$ cat src/rtl/instr_fetch_unit.sv
// Instruction fetch front end: fetch PC, async imem interface, and a DEPTH-entry
// instruction buffer with valid/ready handshake to decode. Optional macro: FETCH_FAULT_EN.
module instr_fetch_unit #(
    parameter logic [31:0] RESET_PC   = 32'h0000_0000,
    parameter int unsigned DEPTH      = 2,
    parameter int unsigned IMEM_WORDS = 2048
) (
    input  logic        i_clk,
    input  logic        i_reset,
    output logic [31:0] o_imem_addr,
    input  logic [31:0] i_imem_rdata,
    input  logic        i_redirect_valid,
    input  logic [31:0] i_redirect_pc,
    output logic        o_instr_valid,
    output logic [31:0] o_instr,
    output logic [31:0] o_instr_pc,
    input  logic        i_instr_ready,
    output logic        o_fetch_fault
);

    localparam int unsigned           PTR_W    = $clog2(DEPTH);
    localparam int unsigned           CNT_W    = PTR_W + 1;
    localparam logic [31:0]           NOP      = 32'h0000_0013;
    localparam logic [CNT_W-1:0]      FULL_CNT = CNT_W'(DEPTH);
    localparam logic [PTR_W-1:0]      PTR_ONE  = PTR_W'(1);

    logic [31:0]      fpc;
    logic [31:0]      buf_instr [DEPTH];
    logic [31:0]      buf_pc    [DEPTH];
    logic [PTR_W-1:0] rd_ptr;
    logic [PTR_W-1:0] wr_ptr;
    logic [CNT_W-1:0] count;
    logic             halted;
    logic             pc_fault;
    logic             push;
    logic             pop;

    assign o_imem_addr   = fpc;
    assign o_instr_valid = (count != '0);
    assign o_instr       = o_instr_valid ? buf_instr[rd_ptr] : NOP;
    assign o_instr_pc    = o_instr_valid ? buf_pc[rd_ptr]    : '0;

    assign pop  = o_instr_valid && i_instr_ready;
    assign push = !i_redirect_valid && !halted && !pc_fault && ((count < FULL_CNT) || pop);

`ifdef FETCH_FAULT_EN
    logic redirect_ok;

    assign pc_fault    = ({2'b00, fpc[31:2]} >= 32'(IMEM_WORDS));
    assign redirect_ok = (i_redirect_pc[1:0] == 2'b00) &&
                         ({2'b00, i_redirect_pc[31:2]} < 32'(IMEM_WORDS));

    // Only a clean redirect leaves the halted state; an out-of-range PC halts
    // fetch before it is ever pushed.
    always_ff @(posedge i_clk or posedge i_reset) begin
        if (i_reset) begin
            halted <= 1'b0;
        end else if (i_redirect_valid) begin
            halted <= !redirect_ok;
        end else if (pc_fault) begin
            halted <= 1'b1;
        end
    end

    assign o_fetch_fault = halted && (count == '0);
`else
    logic unused_cfg;

    assign pc_fault      = 1'b0;
    assign halted        = 1'b0;
    assign o_fetch_fault = 1'b0;
    assign unused_cfg    = (^i_redirect_pc[1:0]) ^ (IMEM_WORDS == 0);
`endif

    always_ff @(posedge i_clk or posedge i_reset) begin
        if (i_reset) begin
            fpc    <= RESET_PC;
            count  <= '0;
            rd_ptr <= '0;
            wr_ptr <= '0;
        end else if (i_redirect_valid) begin
            fpc    <= {i_redirect_pc[31:2], 2'b00};
            count  <= '0;
            rd_ptr <= '0;
            wr_ptr <= '0;
        end else begin
            if (push) begin
                wr_ptr <= wr_ptr + PTR_ONE;
                fpc    <= fpc + 32'd4;
            end
            if (pop) begin
                rd_ptr <= rd_ptr + PTR_ONE;
            end
            if (push && !pop) begin
                count <= count + 1'b1;
            end else if (pop && !push) begin
                count <= count - 1'b1;
            end
        end
    end

    // Storage needs no reset: count gates every read of the buffer.
    always_ff @(posedge i_clk) begin
        if (push) begin
            buf_instr[wr_ptr] <= i_imem_rdata;
            buf_pc[wr_ptr]    <= fpc;
        end
    end

endmodule

$ cat config.mk
export PLATFORM = sky130hd
export DESIGN_NAME = instr_fetch_unit
export DESIGN_NICKNAME = d
export VERILOG_FILES = /design/src/rtl/instr_fetch_unit.sv
export SDC_FILE = /design/constraint.sdc
export NUM_CORES = 1
export LEC_CHECK = 0
export ABC_AREA = 1
export CELL_PAD_IN_SITES_DETAIL_PLACEMENT = 2
export CELL_PAD_IN_SITES_GLOBAL_PLACEMENT = 2
export CORE_AREA = 3 3 139 141
export DETAILED_ROUTE_END_ITERATION = 8
export DIE_AREA = 0 0 142 144
export DONT_BUFFER_PORTS = 1
export GPL_TIMING_DRIVEN = 0
export MAX_ROUTING_LAYER = met4
export PLACE_DENSITY = 0.9
export SLEW_MARGIN = 20
export SYNTH_ARGS = -nofsm -noshare
export SYNTH_HDL_FRONTEND = slang
export SYNTH_SLANG_ARGS = --single-unit
export TNS_END_PERCENT = 5
$ cat constraint.sdc
create_clock -name i_clk -period 4.6 [get_ports i_clk]
set_input_delay 0.92 -clock i_clk [delete_from_list [all_inputs] [get_ports i_clk]]
set_output_delay 0.92 -clock i_clk [all_outputs]
set_load 0.01 [all_outputs]
After elaboration in Yosys (flattened, before gate mapping)
Memories as Yosys holds them, arrays and structs flattened.
Cells that the tools add are included.
{ "word_totals": {"ff_bits": 36, "latchBits": 0, "ram_bits": 128, "mem_bits_ro": 0, "output_inout_bits": 98, "word_cells": 37, "memories": 2} }
{ "op_classes": {"add_sub_neg": 5, "n_mul": 0, "div_mod_pow": 0, "magnitude_cmp": 1, "n_eq_ne": 0, "shift": 0, "n_mux": 13, "n_bitwise": 0, "n_reduce_logical": 12} }
{ "mem_list": {"columns": ["name", "words", "width", "read_ports", "rd_clocked_by_memory_dff", "write_ports", "line_no", "rtl"], "rows": [
  ["buf_instr", 2, 32, 1, 0, 1, "28", "logic [31:0] buf_instr [DEPTH];"],
  ["buf_pc", 2, 32, 1, 0, 1, "29", "logic [31:0] buf_pc [DEPTH];"]
]} }
{ "ops": {"columns": ["operator", "n"], "rows": [
  ["two-way mux 32 bit", 4],
  ["adder 32 x 3 -> 32 bit, second input constant", 1],
  ["two-way mux 1 bit", 6],
  ["two-way mux 2 bit", 3],
  ["nonzero test 2 bit", 3],
  ["logical AND 1 bit", 4],
  ["logical NOT 1 bit", 3],
  ["nonzero test 3 bit", 1],
  ["adder 1 bit, second input constant", 2],
  ["adder 2 x 1 -> 2 bit, second input constant", 1],
  ["less-than comparator 2 bit, second input constant", 1],
  ["subtractor 2 x 1 -> 2 bit, second input constant", 1],
  ["logical OR 1 bit", 1]
]} }

Logic depth before layout (Yosys ltp)
{ "depth": {"word_depth": 9, "ltp_mapped": 10, "depth_no_buf": 10} }

Worst setup path after synthesis
OpenSTA, ideal clock, no wires.
{ "synth_path": {"path_kind": "input-to-reg", "from": "input port i_instr_ready", "to": "memory buf_instr[1][0], enable pin", "setup_time_ns": 0.482, "arrival_ns": 3.778, "slack_ns": 0.340, "path_stages": 4, "path_buffers": 0, "cell_sequence": "nand2_2 nand2_4 nand2_4 nor2_1"} }
{ "synth_via": {"elab_chain_cells": 5} }
{ "synth_rtl": {"columns": ["item", "line_no", "rtl"], "rows": [
  ["start: declaration", "17", "input logic i_instr_ready,"],
  ["logical AND 1 bit", "43", "assign pop = o_instr_valid && i_instr_ready;"],
  ["logical OR 1 bit", "44", "assign push = !i_redirect_valid && !halted && !pc_fault && ((count < FULL_CNT) || pop);"],
  ["logical AND 1 bit", "44", null],
  ["two-way mux 1 bit", "104", "if (push) begin"],
  ["two-way mux 1 bit (implied by the code)", "105", "buf_instr[wr_ptr] <= i_imem_rdata;"],
  ["end: declaration", "28", null]
]} }
No other way between the ends.

Worst setup path in the final report
{ "layout_path": {"from": "register rd_ptr", "to": "output port o_instr_pc[18]"} }
{ "layout_via": {"elab_chain_cells": 2} }
{ "layout_rtl": {"columns": ["item", "line_no", "rtl"], "rows": [
  ["start: declaration", "30", "logic [PTR_W-1:0] rd_ptr;"],
  ["start signal: assignment", "92", "rd_ptr <= rd_ptr + PTR_ONE;"],
  ["memory read (2 x 32 bit)", null, null],
  ["two-way mux 32 bit", "41", "assign o_instr_pc = o_instr_valid ? buf_pc[rd_ptr] : '0;"],
  ["end: declaration", "16", "output logic [31:0] o_instr_pc,"]
]} }
No other way between the ends.

==> impl_results.md <==
* Clock-pin slew on the worst setup and hold paths at approximately 0.07 ns
* Nature of the critical path endpoint: output pin
* Power, Total at 3.807 mW
* Endpoints failing setup at 0
* Drt drc at 0
* Hold Slack at ~0.37 ns
* Sequential Power Share at 48.3%
* Io pins at about 170
* Slew headroom at between 50 and 60%
* Worst R2R Start: count[1]
* Commonest cells in the synthesized netlist: nand2_1 (259), edfxtp_1 (124), a21oi_1 (68), nor2_1 (51), inv_1 (45)
* Cell Count, Final, Fillers Out at ~1,000
* Largest net degree at the start of global routing at 29
* Switching share of total power at around 28%
* Critical path launch point type: register
* Combinational power share at between 10% and 20%
* Psw at approximately 1.1 mW
* Final hold vios at 0
* #FFs+latches synth at about 160
* Post-Syn Area per Cell at around 9.7 um2
* Nets at approximately 820
* Reg2Reg Depth at 7
* Max-slew violations at 0
* Post-synth EDFFs at between 100 and 150
* Antenna violations before repair at 0
* Ant diodes at 0
* Class of the worst hold path: input pin to asynchronous set/reset pin
* CP max stage cell: a21oi_1
* ANT nets after route at 0
* Remaining Overflow, GRT at 0
* Highest Clock Rate at 0.3195 GHz
* Sequential-to-total area share from yosys stat at between 60% and 70%
* Router iterations before antenna repair at 5
* Die X at 142 um
* Cell mode on critical path: clkbuf_1
* Synth Warn # at 0
* First-pass GRT wire length at approximately 37 mm
* Max Cap Viol at 0
* DR vias/cell at approximately 5.5
* Reg2reg setup slack at roughly 2.4 ns
* Final WL at between 20 and 25 mm
* Core Box Area at about 18,000 um2
* Buffers inserted by post-CTS timing repair at 0
* P_int at roughly 2.7 mW
* RR Endpoint: buf_instr[1][7]
* VDD IR max at 0.2339 mV
* Post-synth top area cell: edfxtp_1
* Die height at roughly 140 um
* Final period utilization at roughly 68%
* Share of the synthesized area in the top cell type at a little over half
* P&R area growth vs syn at 15.00%
* Hold buffers post-CTS at 0
* Critical Path Fanout Max at 10
* Worst path buffer plus inverter count at 3
* Critical path class: register to output pin
* CTS Sinks at approximately 160
* Crit path time final at between 3 and 4 ns
* Count of cells resized by post-cts repair at 0
* Initial DRC count at 357
* Main synth FF type: edfxtp_1
* Gpl congestion at slightly above 0.9
* Clk_lat worst skew at 0.44 ns
* Post-Place Cells at ~960
* CP delay by family, top: buffers and inverters
* Clk_skew at 0.01761 ns
* Dpl hpwl at between 15 and 20 mm
* CTS max path bufs at 2
* Vias in the first global route at ~6,000
* Row count at between 40 and 50
* Worst path max stage delay at 0.43 ns
* Pleak at approximately 3.2 nW
* Critical path required time at approximately 3.7 ns
* Least-Margin Pin Slew at approximately 0.67 ns
* RSZ-0062 raised after global routing: false
* GR Util All Layers at between 20% and 30%
* Status: finished, final reports clean
* Cell variety after synth at 36
* I/O Buffers at 0
* Post-synthesis cell count at slightly above 700
* Initial core utilization at around two fifths
* Root Buffer: clkbuf_16
* DR WL/cell at 23.94 um
* Vias at 5,445
* Worst-path cell chain: clkbuf_1, inv_2, clkbuf_1, nand2_1, a21oi_1
* Syn Std Cell Area at 7063 um2
* CTS Buf Count at 17
* Clock share of power at between 30% and 40%
* Most common cell in the netlist: nand2_1
* CTS H-tree depth at 4
* Asr flop ratio synth at a little over a fifth
* Power Density at 468.6 nW/um2
* Fraction of layout cells with a size suffix above 1 at about a tenth
* TritonCTS clock tree: done
* Critical Path AT at 2.21 ns
* Largest cells by area after synthesis: edfxtp_1 (53%), nand2_1 (14%), dfrtp_1 (12%), a21oi_1 (4.8%), nand3_1 (2.8%)
* Die area at a little over 20,000 um2
layer usage:
layer | share of wire (%) | global-route usage (%) | vias up
met3 | 7.0 | 6.680 | 41
met5 | 0 | - | -
met4 | 2.5 | 8.687 | 0
met1 | 40 | 28.93 | 2747
li1 | - | - | 2463
met2 | 50 | 41.59 | 194
layout make-up:
class                           instances  area, um2
Fill cell                            1908       9963
Sequential cell                       158       4574
Multi-Input combinational cell        487       2166
Clock buffer                           24      501.7
Tap cell                              229      286.5
Inverter                               53      200.2
Buffer                                 32      150.1
Clock inverter                          8      128.9
Timing Repair Buffer                    5      115.1
stage by stage:
step                cell area [um2]  setup TNS (ns)  worst slack [ns]  util [%]
finish                         8123               0             1.470     44.91
global route                   8123               0             1.233     44.91
CTS                            8123               0             1.404     44.91
detailed placement             7492               0             1.873     41.43
global placement               7365          -61.34           -0.9948     40.72
floorplan                      7078               0            0.3395         -
power groups by stage:
stage / sequential [mW] / combinational [mW] / clock, mW
finish: 1.84 / 0.462 / 1.51
global route: 1.85 / 0.521 / 1.59
CTS: 1.84 / 0.469 / 1.53
detailed placement: 1.86 / 0.459 / 0
global placement: 1.85 / 0.409 / 0
floorplan: 1.81 / 0.315 / 0
how the worst max path moves through the flow:
stage,end,cells past startpoint,slack (ns),from
after CTS,o_instr_pc[18],5,1.40,rd_ptr
after global placement,buf_instr[1][5],4,-0.99,i_instr_ready
after detailed placement,o_instr_pc[15],5,1.87,rd_ptr
after global routing,o_instr_pc[15],5,1.23,rd_ptr
final,o_instr_pc[18],5,1.47,rd_ptr
after floorplan,buf_instr[1][0],4,0.34,i_instr_ready
state kept, by name, summed over array words and instances (netlist names):
| signal | count |
|---|---|
| count | 2 |
| wr_ptr | 1 |
| o_imem_addr | 30 |
| rd_ptr | 1 |
| buf_instr | 64 |
| buf_pc | 60 |
kinds of logic (layout without fill, tap and decap cells):
logic type / after synthesis / after routing / share of synthesized area [%]
AOI/OAI and AO/OA: 102 / 102 / 7.795
xor gates and xnor gates: 4 / 4 / 0.4961
adders and majority gates: 1 / 1 / 0.1771
buffers and inverters: 85 / 122 / 4.960
DFF: 158 / 158 / 64.77
other: 1 / 5 / 0.05309
and+or+nand+nor: 375 / 375 / 21.75
cells in the final DEF, fill, tap and decap left out, drive strengths merged:
cell type	instances
nand2	265
edfxtp	124
a21oi	68
nor2	61
inv	51
clkbuf	45
nand3	40
dfrtp	34
o21ai	22
buf	16
nand4	5
conb	5
clkinvlp	4
o211ai	4
o21bai	3
bufinv	3
or2	3
clkinv	3
xor2	2
xnor2	2
a22o	1
nand3b	1
a31oi	1
o22ai	1
a211oi	1
o221ai	1
ha	1
Note: power is estimated with default switching activity, not from simulation.
